<file path="src/rtl/neuron_scheduler.sv">
// -----------------------------------------------------------------------------
// neuron_scheduler
//
// Time-multiplexed leaky integrate-and-fire scheduler. One step pulse walks
// every neuron once: it reads the neuron's membrane value, compares it with
// the threshold, integrates the input current with a 1/8 leak and writes the
// neuron back. Spiking neurons are queued as events in a small FIFO. When the
// FIFO is full, the walk stalls until the consumer frees an entry.
//
// Optional feature: define SPIKE_COUNT_EN to add a saturating 16-bit counter
// of FIFO pushes on output spike_count.
//
// Parameters
//   N_NEURONS   number of neurons (2..16)
//   FIFO_DEPTH  spike-event FIFO entries (power of two, >= 2)
//   THR_RESET   threshold value loaded at reset
//
// Ports
//   clk, rst_n        clock, asynchronous active-low reset
//   step              pulse that starts one timestep (ignored while busy)
//   cur_addr/cur_data neuron being updated / its input current, same cycle
//   cfg_we/cfg_thr    threshold write, accepted only in IDLE
//   ev_valid/ev_ready/ev_id  spike-event stream (valid/ready handshake)
//   busy              high while a timestep is in progress
//   done              one-cycle pulse when a timestep completes
//   spike_count       (SPIKE_COUNT_EN only) saturating count of pushes
// -----------------------------------------------------------------------------
module neuron_scheduler #(
  parameter int N_NEURONS  = 8,
  parameter int FIFO_DEPTH = 4,
  parameter int THR_RESET  = 200
) (
  input  logic                         clk,
  input  logic                         rst_n,
  input  logic                         step,
  output logic [$clog2(N_NEURONS)-1:0] cur_addr,
  input  logic [7:0]                   cur_data,
  input  logic                         cfg_we,
  input  logic [7:0]                   cfg_thr,
  output logic                         ev_valid,
  input  logic                         ev_ready,
  output logic [$clog2(N_NEURONS)-1:0] ev_id,
  output logic                         busy,
  output logic                         done
`ifdef SPIKE_COUNT_EN
  ,
  output logic [15:0]                  spike_count
`endif
);

  localparam int AW = $clog2(N_NEURONS);
  localparam int PW = (FIFO_DEPTH > 1) ? $clog2(FIFO_DEPTH) : 1;
  localparam int CW = $clog2(FIFO_DEPTH + 1);

  localparam logic [AW-1:0] LAST_IDX = AW'(N_NEURONS - 1);
  localparam logic [PW-1:0] PTR_LAST = PW'(FIFO_DEPTH - 1);
  localparam logic [CW-1:0] DEPTH_C  = CW'(FIFO_DEPTH);
  localparam logic [7:0]    THR_INIT = 8'(THR_RESET);

  typedef enum logic [1:0] {IDLE, UPDATE, STALL} state_t;

  // Integrate, leak by 1/8 of the 9-bit sum, clamp to 8 bits.
  function automatic logic [7:0] leak_sat(input logic [7:0] m, input logic [7:0] c);
    logic [8:0] sum;
    logic [8:0] leak;
    sum  = {1'b0, m} + {1'b0, c};
    leak = sum - (sum >> 3);
    leak_sat = (leak > 9'd255) ? 8'hFF : leak[7:0];
  endfunction

  function automatic logic [PW-1:0] ptr_inc(input logic [PW-1:0] p);
    ptr_inc = (p == PTR_LAST) ? '0 : p + 1'b1;
  endfunction

  state_t            state_q, state_d;
  logic [AW-1:0]     idx_q, idx_d;
  logic [7:0]        thr_q, thr_d;
  logic [7:0]        mem_q [N_NEURONS];
  logic [7:0]        mem_d [N_NEURONS];
  logic              done_q, done_d;

  logic [AW-1:0]     fifo_q [FIFO_DEPTH];
  logic [AW-1:0]     fifo_d [FIFO_DEPTH];
  logic [PW-1:0]     wr_ptr_q, wr_ptr_d;
  logic [PW-1:0]     rd_ptr_q, rd_ptr_d;
  logic [CW-1:0]     count_q, count_d;

  logic [7:0]        cur_mem;
  logic [7:0]        nxt;
  logic              spk;
  logic              full;
  logic              push;
  logic              pop;

  assign cur_mem  = mem_q[idx_q];
  assign spk      = (cur_mem >= thr_q);
  assign nxt      = leak_sat(cur_mem, cur_data);
  // Fullness comes from the registered count, so a pop in the same cycle
  // never makes room for a push.
  assign full     = (count_q == DEPTH_C);
  assign ev_valid = (count_q != '0);
  assign pop      = ev_valid & ev_ready;

  assign busy     = (state_q != IDLE);
  assign cur_addr = busy ? idx_q : '0;
  assign ev_id    = ev_valid ? fifo_q[rd_ptr_q] : '0;
  assign done     = done_q;

  // Scheduler next-state
  always_comb begin
    state_d = state_q;
    idx_d   = idx_q;
    thr_d   = thr_q;
    mem_d   = mem_q;
    done_d  = 1'b0;
    push    = 1'b0;
    case (state_q)
      IDLE: begin
        if (cfg_we) thr_d = cfg_thr;
        if (step) begin
          state_d = UPDATE;
          idx_d   = '0;
        end
      end
      UPDATE: begin
        if (spk && full) begin
          // Hold mem and idx; the same neuron is re-evaluated after the stall.
          state_d = STALL;
        end else begin
          push         = spk;
          mem_d[idx_q] = spk ? 8'd0 : nxt;
          if (idx_q == LAST_IDX) begin
            state_d = IDLE;
            idx_d   = '0;
            done_d  = 1'b1;
          end else begin
            idx_d = idx_q + 1'b1;
          end
        end
      end
      STALL: begin
        if (!full) state_d = UPDATE;
      end
      default: state_d = IDLE;
    endcase
  end

  // Event FIFO next-state
  always_comb begin
    fifo_d   = fifo_q;
    wr_ptr_d = wr_ptr_q;
    rd_ptr_d = rd_ptr_q;
    count_d  = count_q;
    if (push) begin
      fifo_d[wr_ptr_q] = idx_q;
      wr_ptr_d         = ptr_inc(wr_ptr_q);
    end
    if (pop) rd_ptr_d = ptr_inc(rd_ptr_q);
    case ({push, pop})
      2'b10:   count_d = count_q + 1'b1;
      2'b01:   count_d = count_q - 1'b1;
      default: count_d = count_q;
    endcase
  end

  always_ff @(posedge clk or negedge rst_n) begin
    if (!rst_n) begin
      state_q  <= IDLE;
      idx_q    <= '0;
      thr_q    <= THR_INIT;
      mem_q    <= '{default: '0};
      done_q   <= 1'b0;
      wr_ptr_q <= '0;
      rd_ptr_q <= '0;
      count_q  <= '0;
    end else begin
      state_q  <= state_d;
      idx_q    <= idx_d;
      thr_q    <= thr_d;
      mem_q    <= mem_d;
      done_q   <= done_d;
      wr_ptr_q <= wr_ptr_d;
      rd_ptr_q <= rd_ptr_d;
      count_q  <= count_d;
    end
  end

  // FIFO payload carries no reset; validity is tracked by count_q.
  always_ff @(posedge clk) begin
    fifo_q <= fifo_d;
  end

`ifdef SPIKE_COUNT_EN
  logic [15:0] spike_count_q, spike_count_d;

  always_comb begin
    spike_count_d = spike_count_q;
    if (push && (spike_count_q != 16'hFFFF)) spike_count_d = spike_count_q + 1'b1;
  end

  always_ff @(posedge clk or negedge rst_n) begin
    if (!rst_n) spike_count_q <= '0;
    else        spike_count_q <= spike_count_d;
  end

  assign spike_count = spike_count_q;
`endif

endmodule
</file>
<file path="config.mk">
export PLATFORM = sky130hd
export DESIGN_NAME = neuron_scheduler
export DESIGN_NICKNAME = d
export VERILOG_FILES = /design/src/rtl/neuron_scheduler.sv
export SDC_FILE = /design/constraint.sdc
export NUM_CORES = 1
export LEC_CHECK = 0
export ABC_AREA = 1
export CORE_MARGIN = 3
export CORE_UTILIZATION = 30
export CTS_BUF_LIST = sky130_fd_sc_hd__clkbuf_8
export DETAILED_ROUTE_END_ITERATION = 8
export SYNTH_ARGS = -nofsm -noshare
export SYNTH_HDL_FRONTEND = slang
export SYNTH_SLANG_ARGS = --single-unit
</file>
<file path="constraint.sdc">
create_clock -name clk -period 5.9 [get_ports clk]
set_clock_uncertainty 0.2 [all_clocks]
set_input_delay 0.885 -clock clk [delete_from_list [all_inputs] [get_ports clk]]
set_output_delay 0.885 -clock clk [all_outputs]
set_load 0.02 [all_outputs]
</file>
==> run_results.csv, run 1 <==
group,metric,value,unit
yosys,netlist-cell-type-count,39,
drt,wl_met2,6460,microns
drt,post_drt_wl_per_cell,15.19,microns
global_route,track_usage,14.53,%
yosys,synth_edf_count,12,
clocking,clock_latency,0.38,ns
sta,finalCritPeriodShare,84.98,%
yosys,ys_async_sr_fraction,87.63,%
drt,drt_pass1_iterations,5,
yosys,synth_top_family_by_area,"simple AND/OR/NAND/NOR gates",
sta,finalSetupViolations,0,
yosys,synth_simple_gate_area_share,33.31,%
cells_and_area,finalNetCount,792,
yosys,synth.most_common_cell,"nand2_1",
yosys,syn_avg_cell_area,8.076,sq um
floorplanning,die_area,20700,sq um
sta,fin_tns_setup,0,ns
drt,vias,4750,
yosys,yosysSeqAreaShare,43.69,%
min_path,hp-class,"input port to asynchronous set/reset pin",
clocking,post_cts_buffers,0,
yosys,ys_seq_elements,97,
clocking,clk_pin_slew_worst_paths,0.09,ns
floorplanning,die_x,143.9,microns
run_status,status,"finished, final reports clean",
clocking,cts_tree,"yes",
yosys,synth_ff_type,"dfrtp_1",
worst_setup_path,r2r_start,"idx_q[0]",
worst_setup_path,worst_ep_arrival_time,5.09,ns
yosys,yosysTopAreaCell,"dfrtp_1",
clocking,numCtsBuffers,9,
yosys,syn_nets,760,
worst_setup_path,path_class,"flip-flop to flip-flop",
yosys,synthXorXnorAreaFrac,1.075,%
sta,rsz0062_at_grt,"false",
floorplanning,floorplan.initialDensity,31.10,%
global_route,grt_pass1_vias,4350,
worst_setup_path,reg2reg_to,"mem_q[29]",
clocking,clockBufferDepth,2,
worst_setup_path,cp_max_fo,10,
worst_setup_path,required,5.98,ns
global_route,antenna_found_initial,1,
drt,wirelength,14770,microns
yosys,synth_adder_area_share,7.637,%
worst_setup_path,slowest_stage,"nor3_2",
sta,hold_viol,0,
yosys,synthTopCellsByArea,"dfrtp_1 36%, nand2_1 14%, nand3_1 7.9%",
sta,relSlewSlack,44.83,%
worst_setup_path,worstSetupStartpointType,"flip-flop",
floorplanning,die_y,143.9,microns
drt,ant_nets,0,
worst_setup_path,rr_worst_depth,23,
floorplanning,num_io_pins,30,
drt,routed_via_density,4.887,
sta,fmax,199.5,MHz
global_route,grt-ovfl-total,0,
placement,port-buffer-count,29,
worst_setup_path,cp_num_buf_inv,4,
drt,drc,0,
worst_setup_path,crit_top_cell,"nand2_1",
worst_setup_path,critPathTopFamily,"simple AND/OR/NAND/NOR gates",
clocking,cts_sinks,97,
yosys,synth_compound_area_share,7.329,%
yosys,synthCells,706,
worst_setup_path,crit_chain,"clkinv_1 -> nor3_2 -> a22o_1 -> a221oi_1 -> nand2_1 -> ha_1 -> inv_1 -> fa_1 -> inv_1 -> nand2_1 -> nand2_1 -> nand2_1 -> nand2_2 -> inv_1 -> ha_1 -> nand2_1 -> o21ai_0 -> nand3_1 -> nand2_1 -> xor2_1 -> nand2_4 -> nand3_1 -> nand2_1",
sta,drv_slew,0,
floorplanning,rows,49,
global_route,grt_max_degree,65,
yosys,synthMuxAreaShare,0.1975,%
sta,max_slew.worst_pin.slew,0.8230,ns
cells_and_area,drive_above_1_share,10.09,%
cells_and_area,diodes,0,
yosys,synth.top_cell.area_share,35.99,%
worst_setup_path,critPathMaxStageDelay,0.74,ns
placement,gp_congestion,0.8305,
drt,met3_length,852,microns
drt,top_layer,"met5",
clocking,ctsHoldBuffers,0,
sta,min_period,5.014,ns
worst_setup_path,end_kind,"flip-flop",
yosys,synth_common_cells,"213 x nand2_1, 90 x nand3_1, 82 x dfrtp_1",
clocking,cts_resized,0,
worst_setup_path,path_depth,23,
floorplanning,core,18330,sq um
yosys,syn_area,5702,sq um
global_route,grt_pass1_wl,23340,microns
job,maxCapViolations,0,
drt,first_iter_violations,336,
worst_setup_path,rrSetupSlack,0.89,ns
clocking,clock-root-buffer,"clkbuf_8",
placement,place_hpwl,10550,microns
yosys,synth_warnings,0,
clocking,h-tree-depth,3,
cells_and_area,area_delta_synth_final,14.24,%
drt,wl_met1,7186,microns
==> worst max path at each step <==
stage,endpoint,startpoint,slack (ns)
floorplan,mem_q[3],idx_q[0],1.89
global placement,mem_q[45],idx_q[0],0.93
detailed placement,mem_q[21],idx_q[0],0.91
CTS,mem_q[29],idx_q[0],0.89
global route,mem_q[53],idx_q[0],0.47
finish,mem_q[29],idx_q[0],0.89
==> area by class of cell <==
type / count / area [sq um]
clock buffers: 9 / 123.9
clock inverters: 7 / 135.1
fillers: 1895 / 11820
inverters: 89 / 334.1
multi-input cells: 508 / 2825
flip-flops and latches: 97 / 2491
well taps: 229 / 286.5
repair buffers: 33 / 317.8
==> cell families after synthesis <==
kind of cell | count (synthesis)
xor+xnor | 7
fa+ha+maj | 33
compound gates | 66
mux | 1
buf+inv | 101
flops | 97
simple gates | 401
==> placed cells by master (no fill, tap or decap), types with 10 or more instances in the layout <==
cell	n
nand2_1	213
nand3_1	90
dfrtp_1	82
inv_1	76
nor2_1	41
ha_1	30
clkdlybuf4s50_1	28
a21oi_1	21
o21ai_0	17
edfxtp_1	12
inv_2	11
nand4_1	10
==> metrics by stage <==
step / setup slack [ns] / cells / util, % / instance area (sq um) / hold WS (ns)
floorplan: 1.894 / 706 / - / 5702 / 0.2491
global placement: 0.9263 / 956 / 34.12 / 6255 / 0.2617
detailed placement: 0.9069 / 956 / 34.12 / 6255 / 0.2664
CTS: 0.8918 / 972 / 35.53 / 6514 / 0.2672
global route: 0.4748 / 972 / 35.53 / 6514 / 0.2789
finish: 0.8864 / 972 / 35.53 / 6514 / 0.2612
==> routing by layer <==
metal | vias to the layer above | track usage, %
met5 | - | 0
met4 | 2 | 3.915
met3 | 21 | 3.993
met2 | 115 | 22.07
met1 | 2233 | 20.41
li1 | 2379 | -
==> flip-flops by register name, summed over array words and instances, names as in the netlist <==
signal / count
state_q: 2
mem_q: 64
thr_q: 8
fifo_q: 12
rd_ptr_q: 2
wr_ptr_q: 2
count_q: 3
done: 1
idx_q: 3
Power of run 1 is left out: the tool's default activity adds up to more than one toggle a clock period on the data nets, which glitch-free logic cannot reach.
==> inputs of run 2 (changes only) <==
- clock period: 5.9 -> 5 ns (I/O delays scaled with it)
==> run 2 against run 1 <==
Routed wire length shrank 0.24%; hold slack got worse by 0.10 ns; largest cell class unchanged; core utilization increased by 0.31 points; fmax grew 9.5%; register-to-register slack worse by 0.47 ns; setup slack got worse by 0.47 ns; global-route usage rose by 0.13 points; critical endpoint is now mem_q[54]; sequential share of layout area fell by 0.31 points; final cell count rose by 1.0%.
==> run_results.csv, run 2 (synthesis results as in run 1) <==
group,metric,value,unit
cells_and_area,layout_common_cells,"213 x nand2_1, 90 x nand3_1, 81 x dfrtp_1",
global_route,grt-ovfl-total,0,
global_route,grt_pass1_vias,4479,
drt,ant_nets,0,
clocking,numCtsBuffers,9,
floorplanning,die_x,143.9,microns
cells_and_area,diodes,0,
clocking,post_cts_buffers,0,
job,maxCapViolations,0,
sta,max_slew.worst_pin.slew,0.6693,ns
min_path,hp-class,"input port to asynchronous set/reset pin",
cells_and_area,fillers,1870,
cells_and_area,finalNetCount,802,
sta,finalSetupViolations,0,
worst_setup_path,cp_max_fo,10,
cells_and_area,largest_register_ffs,64,
clocking,clock_latency,0.37,ns
drt,post_drt_wl_per_cell,15.00,microns
clocking,clk_pin_slew_worst_paths,0.09,ns
clocking,cts_sinks,97,
drt,vias,4816,
cells_and_area,area_delta_synth_final,15.23,%
drt,wirelength,14730,microns
worst_setup_path,rrSetupSlack,0.42,ns
clocking,clockBufferDepth,2,
sta,fin_tns_setup,0,ns
clocking,clock-root-buffer,"clkbuf_8",
worst_setup_path,worst_ep_arrival_time,4.64,ns
sta,min_period,4.579,ns
global_route,antenna_found_initial,0,
cells_and_area,top_register,"mem_q",
run_status,status,"finished, final reports clean",
cells_and_area,final_common_cell,"nand2_1",
clocking,cts_tree,"yes",
global_route,grt_max_degree,65,
sta,hold_ws,0.1604,ns
sta,finalCritPeriodShare,91.58,%
floorplanning,die_area,20700,sq um
clocking,cts_resized,0,
drt,first_iter_violations,323,
floorplanning,core,18330,sq um
clocking,h-tree-depth,3,
drt,routed_via_density,4.904,
floorplanning,num_io_pins,30,
worst_setup_path,path_class,"flip-flop to flip-flop",
floorplanning,die_y,143.9,microns
sta,relSlewSlack,55.38,%
placement,place_hpwl,10750,microns
worst_setup_path,rr_worst_depth,23,
sta,hold_viol,0,
clocking,ctsHoldBuffers,0,
floorplanning,floorplan.initialDensity,31.10,%
worst_setup_path,r2r_start,"idx_q[0]",
placement,port-buffer-count,29,
sta,fmax,218.4,MHz
cells_and_area,reg_top3,"mem_q: 64 flops, fifo_q: 12 flops, thr_q: 8 flops",
drt,drt_pass1_iterations,5,
sta,rsz0062_at_grt,"false",
sta,drv_slew,0,
worst_setup_path,end_kind,"flip-flop",
worst_setup_path,reg2reg_to,"mem_q[54]",
worst_setup_path,required,5.06,ns
cells_and_area,drive_above_1_share,11.69,%
placement,gp_congestion,0.9329,
floorplanning,rows,49,
global_route,grt_pass1_wl,23620,microns
global_route,track_usage,14.66,%
worst_setup_path,worstSetupStartpointType,"flip-flop",
cells_and_area,postLayoutCoreUtil,35.84,%
drt,drc,0,
worst_setup_path,critPathLaunch,"idx_q[0]",
[run 2: changes by cell type in the layout (fill, tap and decap cells not counted), sizes merged]
cell | previous run | this run
buf | 5 | 15
bufinv | 4 | 2
clkbuf | 9 | 11
clkinv | 4 | 3
clkinvlp | 1 | 2
[run 2: area by class of cell]
| class | instances | area [sq um] | share of cell area (%) |
|---|---|---|---|
| inverter | 89 | 337.8 | 5.142 |
| multi-input combinational | 508 | 2831 | 43.10 |
| clock inverter | 5 | 77.57 | 1.181 |
| clock buffer | 11 | 151.4 | 2.304 |
| timing repair buffer | 43 | 392.9 | 5.980 |
| tap | 229 | 286.5 | 4.361 |
| sequential | 97 | 2492 | 37.94 |
[run 2: through the flow]
step	worst slack (ns)	area, sq um	instances
global placement	0.1172	6330	966
CTS	0.06604	6559	982
floorplan	0.9938	5702	706
finish	0.4209	6570	982
detailed placement	0.09007	6330	966
global route	0.04460	6570	982
[run 2: worst max-delay path by stage]
| stage | to | slack, ns |
|---|---|---|
| after floorplan | mem_q[3] | 0.99 |
| after global placement | mem_q[48] | 0.12 |
| after detailed placement | mem_q[54] | 0.09 |
| after CTS | mem_q[54] | 0.07 |
| after global routing | mem_q[21] | 0.04 |
| final | mem_q[54] | 0.42 |
[run 2: metal layers]
layer  vias up  share of wire, %  track usage, %  wire [microns]
met5         -                 0               0               0
met4         0               1.4           3.915             209
met3        14               6.9           4.526            1012
met2       136                45           21.95            6635
met1      2271                47           20.55            6874
li1       2395                 -               -               -
[run 2: critical path, stage by stage (launching register included)]
cell,delay [ns]
dfrtp_2,0.50
clkinvlp_4,0.26
nor3_4,0.44
a22o_1,0.27
a221oi_1,0.07
nand2_1,0.13
ha_1,0.20
inv_1,0.06
fa_1,0.40
inv_1,0.10
nand3_2,0.10
nand3_1,0.11
nand2_2,0.09
nand2_2,0.11
inv_1,0.07
ha_1,0.32
a21oi_1,0.25
nand2_2,0.11
nand2_2,0.08
nand3_2,0.11
nand2_8,0.18
nand2_4,0.13
nand3_1,0.10
nand2_1,0.06
Power of run 2 is left out for the same reason.
==> inputs of run 3 (changes only) <==
- ABC_CLOCK_PERIOD_IN_PS: default -> 4400
- CTS_BUF_LIST: sky130_fd_sc_hd__clkbuf_8 -> sky130_fd_sc_hd__clkbuf_2 sky130_fd_sc_hd__clkbuf_4 sky130_fd_sc_hd__clkbuf_8
- clock period: 5 -> 4.4 ns (I/O delays scaled with it)
==> run 3 against run 2 <==
Global-route usage about the same; via count grew 2.8%; count of clock-buffer cells in the layout is 2 lower; register-to-register slack worse by 0.16 ns; core utilization is 2.6 points higher; die area stayed put; sequential share of layout area is 2.5 points lower; highest routed layer unchanged.
==> run_results.csv, run 3 (synthesis results as in run 1) <==
group,metric,value,unit
placement,dp_slack,0.07248,ns
worst_setup_path,reg2reg_to,"mem_q[13]",
worst_setup_path,r2r_start,"idx_q[2]",
min_path,hp-class,"input port to asynchronous set/reset pin",
cells_and_area,largest_register_ffs,64,
clocking,cts_tree,"yes",
global_route,grt_max_degree,65,
sta,max_slew.worst_pin.slew,0.7601,ns
placement,port-buffer-count,29,
worst_setup_path,cp_max_fo,8,
sta,min_period,4.141,ns
sta,relSlewSlack,49.33,%
floorplanning,die_x,143.9,microns
clocking,h-tree-depth,3,
cells_and_area,top_register,"mem_q",
global_route,antenna_found_initial,0,
cells_and_area,drive_above_1_share,18.46,%
sta,finalSetupViolations,0,
worst_setup_path,end_kind,"flip-flop",
drt,routed_via_density,4.856,
worst_setup_path,path_class,"flip-flop to flip-flop",
sta,drv_slew,0,
global_route,grt_pass1_wl,23700,microns
clocking,cts_sinks,97,
sta,fmax,241.5,MHz
clocking,clk_pin_slew_worst_paths,0.11,ns
job,maxCapViolations,0,
clocking,clockBufferDepth,2,
sta,finalCritPeriodShare,94.12,%
clocking,numCtsBuffers,9,
clocking,clock-root-buffer,"clkbuf_8",
clocking,ctsHoldBuffers,0,
worst_setup_path,rrSetupSlack,0.26,ns
floorplanning,floorplan.initialDensity,31.10,%
floorplanning,die_area,20700,sq um
sta,rsz0062_at_grt,"false",
drt,drt_pass1_iterations,5,
placement,gp_congestion,0.8874,
placement,place_hpwl,10860,microns
drt,first_iter_violations,376,
drt,vias,4953,
drt,ant_nets,0,
sta,fin_tns_setup,0,ns
drt,drc,0,
sta,hold_viol,0,
sta,fin_ws,0.2585,ns
global_route,grt_pass1_vias,4498,
worst_setup_path,worstSetupStartpointType,"flip-flop",
cells_and_area,layout_common_cells,"212 x nand2_1, 89 x nand3_1, 79 x dfrtp_1",
run_status,status,"finished, final reports clean",
drt,post_drt_wl_per_cell,14.84,microns
cells_and_area,diodes,0,
worst_setup_path,required,4.48,ns
floorplanning,core,18330,sq um
global_route,track_usage,14.63,%
floorplanning,num_io_pins,30,
floorplanning,die_y,143.9,microns
cells_and_area,final_common_cell,"nand2_1",
cells_and_area,area_delta_synth_final,23.59,%
sta,hold_ws,0.1313,ns
cells_and_area,reg_top3,"mem_q: 64 flops, fifo_q: 12 flops, thr_q: 8 flops",
cells_and_area,finalNetCount,840,
worst_setup_path,rr_worst_depth,25,
global_route,grt-ovfl-total,0,
drt,wirelength,15130,microns
clocking,clock_latency,0.39,ns
worst_setup_path,worst_ep_arrival_time,4.22,ns
floorplanning,rows,49,
[run 3: cell count changes in the layout (fill, tap and decap cells not counted), sizes merged]
cell | before | now
clkbuf | 11 | 9
inv | 87 | 88
buf | 15 | 53
clkinv | 3 | 4
[run 3: how the worst max path moves through the flow]
stage | from | to | depth (start not counted)
floorplan | idx_q[0] | mem_q[3] | 24
global placement | idx_q[0] | mem_q[53] | 23
detailed placement | idx_q[0] | mem_q[59] | 22
CTS | idx_q[0] | mem_q[13] | 23
global route | idx_q[1] | count_q[2] | 21
finish | idx_q[2] | mem_q[13] | 25
[run 3: repair_timing]
action | 4_1_cts | 5_1_grt
setup endpoints to repair | 0 | 66
resized for setup | 0 | 36
setup buffers | 0 | 17
endpoints found under the hold margin | 0 | 0
[run 3: worst max-delay path, cell delays in order (launching register included)]
cell	delay, ns
dfrtp_2	0.49
inv_4	0.14
nor3_2	0.06
buf_4	0.17
a22o_1	0.21
a221oi_1	0.20
nand4_1	0.22
ha_1	0.32
nand2_1	0.07
nand2_1	0.12
nand2_1	0.08
nand2_1	0.05
nand2_1	0.10
inv_2	0.08
ha_2	0.21
fa_2	0.35
inv_1	0.10
nand3_2	0.08
nand2_2	0.08
nand2_2	0.06
nand2_1	0.07
nand2_2	0.08
nand2_8	0.22
nand2_4	0.13
nand3_1	0.09
nand2_1	0.06
[run 3: area by class of cell]
cell class	instances	area (sq um)
Sequential cell	97	2495
Timing Repair Buffer	81	681.9
Fill cell	1853	11280
Inverter	89	344.1
Clock inverter	7	100.1
Multi-Input combinational cell	508	3015
Clock buffer	9	123.9
Tap cell	229	286.5
[run 3: metrics by stage]
step | utilization, % | area [sq um] | std cells
after floorplan | - | 5702 | 706
after global placement | 35.39 | 6487 | 987
after detailed placement | 35.39 | 6487 | 987
after CTS | 36.61 | 6711 | 1003
after global routing | 38.44 | 7047 | 1020
final | 38.44 | 7047 | 1020
[run 3: metal layers]
layer | wire length (microns) | up-vias | GRT usage, %
met2 | 6716 | 146 | 21.80
li1 | - | 2468 | -
met4 | 277 | 0 | 4.856
met5 | 0 | - | 0
met1 | 7175 | 2321 | 20.73
met3 | 964 | 18 | 3.661
Power of run 3 is left out for the same reason.
